`src/rtl/fas_frame_ctrl.sv`:
```
// Ping-pong frame buffer between a FIR sample stream and an FFT sink.
// Two 16-sample banks fill alternately; each full bank is streamed out, then held until the analyzer releases it.
module fas_frame_ctrl #(
  parameter int DW        = 16,
  parameter int FRAME_LEN = 16,
  parameter int CNT_W     = 8
) (
  input  logic                 clk,
  input  logic                 rst,
  input  logic                 enable,
  input  logic                 fir_valid,
  input  logic signed [DW-1:0] fir_d,
  input  logic                 frm_ready,
  input  logic                 ana_done,
  output logic                 frm_valid,
  output logic signed [DW-1:0] frm_d,
  output logic [3:0]           frm_idx,
  output logic                 frm_last,
  output logic [CNT_W-1:0]     frame_cnt,
  output logic                 ovf,
  output logic                 busy
);

  localparam logic [1:0] S_IDLE     = 2'd0;
  localparam logic [1:0] S_SEND     = 2'd1;
  localparam logic [1:0] S_WAIT_ANA = 2'd2;

  localparam logic [3:0] LAST_IDX = 4'(FRAME_LEN - 1);

  logic [1:0]          state;
  logic [1:0]          state_nxt;
  logic signed [DW-1:0] mem [2][FRAME_LEN];
  logic [1:0]          full;
  logic [1:0]          full_nxt;
  logic [3:0]          wr_ptr;
  logic [3:0]          rd_ptr;
  logic                wr_bank;
  logic                rd_bank;

  logic rel_frame;
  logic wr_req;
  logic wr_ok;
  logic wr_wrap;
  logic xfer;

  // A bank being released this cycle counts as empty for the writer.
  assign rel_frame = (state == S_WAIT_ANA) && ana_done;
  assign wr_req    = enable && fir_valid;
  assign wr_ok     = wr_req && (!full[wr_bank] || (rel_frame && (rd_bank == wr_bank)));
  assign wr_wrap   = wr_ok && (wr_ptr == LAST_IDX);
  assign xfer      = (state == S_SEND) && frm_ready;

  // NOTE: sample storage has no reset; contents are only read after a full write pass.
  always_ff @(posedge clk) begin
    if (wr_ok) mem[wr_bank][wr_ptr] <= fir_d;
  end

  // NOTE: every variable gets a default at the top of always_comb so no latch is inferred.
  always_comb begin
    full_nxt  = full;
    state_nxt = state;
    if (rel_frame) full_nxt[rd_bank] = 1'b0;
    if (wr_wrap)   full_nxt[wr_bank] = 1'b1;
    case (state)
      S_IDLE:     if (full[rd_bank])             state_nxt = S_SEND;
      S_SEND:     if (xfer && rd_ptr == LAST_IDX) state_nxt = S_WAIT_ANA;
      S_WAIT_ANA: if (ana_done)                  state_nxt = S_IDLE;
      default:                                   state_nxt = S_IDLE;
    endcase
  end

  // NOTE: state registers use non-blocking assignments so all updates see pre-edge values.
  always_ff @(posedge clk) begin
    if (rst) begin
      state     <= S_IDLE;
      full      <= 2'b00;
      wr_ptr    <= 4'd0;
      rd_ptr    <= 4'd0;
      wr_bank   <= 1'b0;
      rd_bank   <= 1'b0;
      frame_cnt <= '0;
      ovf       <= 1'b0;
    end else begin
      state <= state_nxt;
      full  <= full_nxt;

      if (wr_ok) begin
        wr_ptr <= wr_wrap ? 4'd0 : wr_ptr + 4'd1;
        if (wr_wrap) wr_bank <= ~wr_bank;
      end else if (wr_req) begin
        ovf <= 1'b1;
      end

      if (state == S_IDLE && full[rd_bank]) rd_ptr <= 4'd0;
      else if (xfer)                        rd_ptr <= rd_ptr + 4'd1;

      if (rel_frame) begin
        rd_bank <= ~rd_bank;
        if (frame_cnt != {CNT_W{1'b1}}) frame_cnt <= frame_cnt + 1'b1;
      end
    end
  end

  assign frm_valid = (state == S_SEND);
  assign frm_d     = mem[rd_bank][rd_ptr];
  assign frm_idx   = rd_ptr;
  assign frm_last  = frm_valid && (rd_ptr == LAST_IDX);
  assign busy      = (state != S_IDLE);

endmodule

```
`config.mk`:
```
export PLATFORM = sky130hd
export DESIGN_NAME = fas_frame_ctrl
export DESIGN_NICKNAME = d
export VERILOG_FILES = /design/src/rtl/fas_frame_ctrl.sv
export SDC_FILE = /design/constraint.sdc
export NUM_CORES = 1
export LEC_CHECK = 0
export ABC_CLOCK_PERIOD_IN_PS = 6890
export CAP_MARGIN = 20
export CORE_ASPECT_RATIO = 1.4
export CORE_UTILIZATION = 66
export DETAILED_ROUTE_END_ITERATION = 10
export PLACE_DENSITY = 0.88
export SLEW_MARGIN = 0
export SYNTH_ARGS = -nofsm -noshare
export SYNTH_HDL_FRONTEND = slang
export SYNTH_SLANG_ARGS = --single-unit
```
`constraint.sdc`:
```
create_clock -name clk -period 6.89 [get_ports clk]
set_input_delay 1.378 -clock clk [delete_from_list [all_inputs] [get_ports clk]]
set_output_delay 1.378 -clock clk [all_outputs]
set_load 0.1 [all_outputs]
```
==> results.tsv <==
stage	metric	value	unit
place	placed insts	1683	
critical_path	WS Path Type	register to output pin	
drt	detailed-route wire length per cell	27.94	um
critical_path	RR Startpoint	wr_bank	
drt	DRT iter0 DRCs	1642	
floorplan	die area	33030	um2
floorplan	Core ar.	31700	um2
drt	DR pass1 iterations	6	
flow_run	max_cap viols	0	
logic_synthesis	library cells used by synthesis	49	
timing	Hold Vio Cnt, Final	0	
logic_synthesis	top_reg_cell synth	edfxtp_1	
global_routing	grt total ovfl	0	
critical_path	crit path max-delay cell type	clkdlybuf4s50_1	
cells_and_area	fin area	24120	um2
critical_path	critical path endpoint category	output pin	
global_routing	gr usage total	30.48	%
logic_synthesis	sequential area share after synthesis	74.39	%
critical_path	CP max stage delay	1.16	ns
timing	final setup violation count	0	
cells_and_area	P&R area growth vs syn	13.19	%
floorplan	Starting Density	67.24	%
drt	routed via count	12100	
min_path	Hold Crit Class	register to register	
critical_path	crit-path cells	buf_12 -> mux2i_1 -> a22oi_1 -> nand4_1 -> nand3_1 -> clkdlybuf4s50_1	
logic_synthesis	Synth Cell Area	21310	um2
timing	min Tclk post-route	5.723	ns
power_and_ir_drop	worst vdd ir	0.2402	mV
critical_path	FF-to-FF path depth	6	
cells_and_area	Final Non-Filler Cells	1778	
critical_path	CP arrival	4.35	ns
cells_and_area	most frequent cells in the layout	edfxtp_1 (512), mux2i_1 (258), a22oi_1 (64), nor2_1 (56), clkdlybuf4s50_1 (53)	
clock_tree	root buffer cell	clkbuf_16	
timing	Final period util	83.07	%
status	outcome	complete, no violations	
timing	Max Slew Vio Count	0	
timing	Worst-Margin Slew	1.050	ns
timing	skew final	0.02148	ns
clock_tree	CTS tree	done	
logic_synthesis	Post-synth EDFFs	512	
min_path	min-delay src	ovf	
place	RePlAce Congestion	0.8668	
drt	post-route ant nets	0	
clock_tree	CTS sink count	536	
global_routing	first-pass GRT wire length	73090	um
critical_path	reg2reg setup slack	4.11	ns
timing	RSZ-0062 raised after global routing	false	
clock_tree	CTS Buf Count	46	
critical_path	Levels on crit path	6	
cells_and_area	diode count	0	
global_routing	largest net degree at the start of global routing	123	
floorplan	Die Y	214.6	um
clock_tree	clock-pin slew on the worst setup and hold paths	0.07	ns
logic_synthesis	Synth async-reset ratio	0	%
critical_path	Worst EP required	5.51	ns
cells_and_area	Final nets	1373	
place	dpl ws	1.923	ns
timing	fmax	174.7	MHz
logic_synthesis	Gate Count Post-Synth	1257	
drt	vias per inst	6.803	
cells_and_area	layout cell share with drive strength beyond 1	11.28	%
logic_synthesis	syn nets	1285	
timing	worst rel slew slack	29.77	%
place	Area after DPL	22290	um2
critical_path	crit start category	register	
min_path	hold depth	2	
cells_and_area	most common cell after layout, fill and taps aside	edfxtp_1	
power_and_ir_drop	power density cells	270.5	nW/um2
clock_tree	worst skew pair latency	0.59	ns
drt	DR DRC count	0	
logic_synthesis	Synth Register Bits	536	
clock_tree	Hold Buf Count CTS	0	
clock_tree	post-CTS sizing	0	
global_routing	vias in the first global route	11850	
floorplan	chip width	153.9	um
drt	WL final	49680	um
clock_tree	CTS Buffer Depth	3	
logic_synthesis	synth warn	0	
logic_synthesis	Syn Area/Cell	16.96	um2
timing	total negative slack	0	ns
clock_tree	setup bufs post-CTS	0	
critical_path	crit path max fanout	122	
critical_path	worst path bufs/invs	2	
power_and_ir_drop	Leakage Power	7.423	nW
critical_path	Worst path top cell family by delay	buffers and inverters	
floorplan	IO Count	54	
place	PortBufs	53	
global_routing	antenna violations before repair	2	
clock_tree	H-tree depth	2	
floorplan	Site Rows	77	
place	HPWL after DPL	27940	um
timing	final worst-path setup slack	1.167	ns
per-stage QoR:
step / hold WS [ns] / power (W) / utilization (%)
after detailed placement: 0.4590 / 0.003793 / 70.33
final: 0.4794 / 0.006525 / 76.11
after global placement: 0.4592 / 0.003786 / 70.33
after global routing: 0.5281 / 0.006658 / 76.11
after floorplan: 0.5536 / 0.003702 / -
after CTS: 0.4866 / 0.006519 / 75.51
power breakdown:
part           total [W]  switching (W)  internal (W)  leakage (nW)
sequential       0.00357     0.00000270       0.00357          4.80
clock            0.00279        0.00115       0.00164         0.816
combinational   0.000162       0.000120     0.0000426          1.81
layout make-up:
class,count,area [um2]
Inverter,4,15.01
Clock inverter,29,387.9
Fill cell,1599,7574
Tap cell,395,494.2
Clock buffer,57,1254
Multi-Input combinational cell,646,4987
Timing Repair Buffer,111,1126
Sequential cell,536,15860
kinds of logic after synthesis:
family                   after synthesis  synth area share, %
XOR/XNOR                              12               0.4931
adder cells (fa/ha/maj)                6               0.3522
AND/OR/NAND/NOR                      205                4.761
AO/OA/AOI/OAI                        164                5.524
buffers and inverters                 75                2.307
flip-flops                           536                74.39
multiplexers                         259                12.17
synth_stat cells (9+ instances only):
library cell  instances  area share (%)
nand4_1              21            0.62
mux2i_1             258              12
a22o_1               32             1.3
buf_2                24            0.56
a22oi_1              64             2.3
nor2_1               56            0.99
buf_6                 9            0.48
dfxtp_1              24             2.3
edfxtp_1            512              72
clkbuf_1             13            0.23
a21oi_1              39            0.92
a31oi_1              18            0.53
nand3_1              40            0.94
nor3_1               17            0.40
buf_4                18            0.63
nand2_1              42            0.74
final timing paths:
kind,to
setup / recovery,frm_d[4]
hold / removal,ovf
setup reg to reg,mem[1][232]
hold reg to reg,ovf
worst reg2reg max path: cells and delay by family (launching register included):
| family | cells | cell delay, ns |
|---|---|---|
| and+or+nand+nor | 3 | 0.88 |
| buffers and inverters | 1 | 0.33 |
| DFF | 1 | 0.73 |
| AOI/OAI and AO/OA | 1 | 0.31 |
| xor gates and xnor gates | 1 | 0.22 |
flip-flops by register name (all words and copies together) (netlist names), named ones only:
| name | count |
|---|---|
| state | 2 |
| wr_bank | 1 |
| frame_cnt | 8 |
| frm_idx | 4 |
| ovf | 1 |
| full | 2 |
| rd_bank | 1 |
| wr_ptr | 4 |
| mem | 512 |
routing by layer:
metal | part of all wire (%) | track usage, % | vias to the layer above
met5 | 0.052 | 0 | -
met4 | 6.4 | 17.33 | 4
met3 | 10 | 4.648 | 161
met2 | 47 | 48.92 | 878
met1 | 36 | 40.18 | 5926
li1 | - | - | 5126
(Power assumes the default switching activity.)
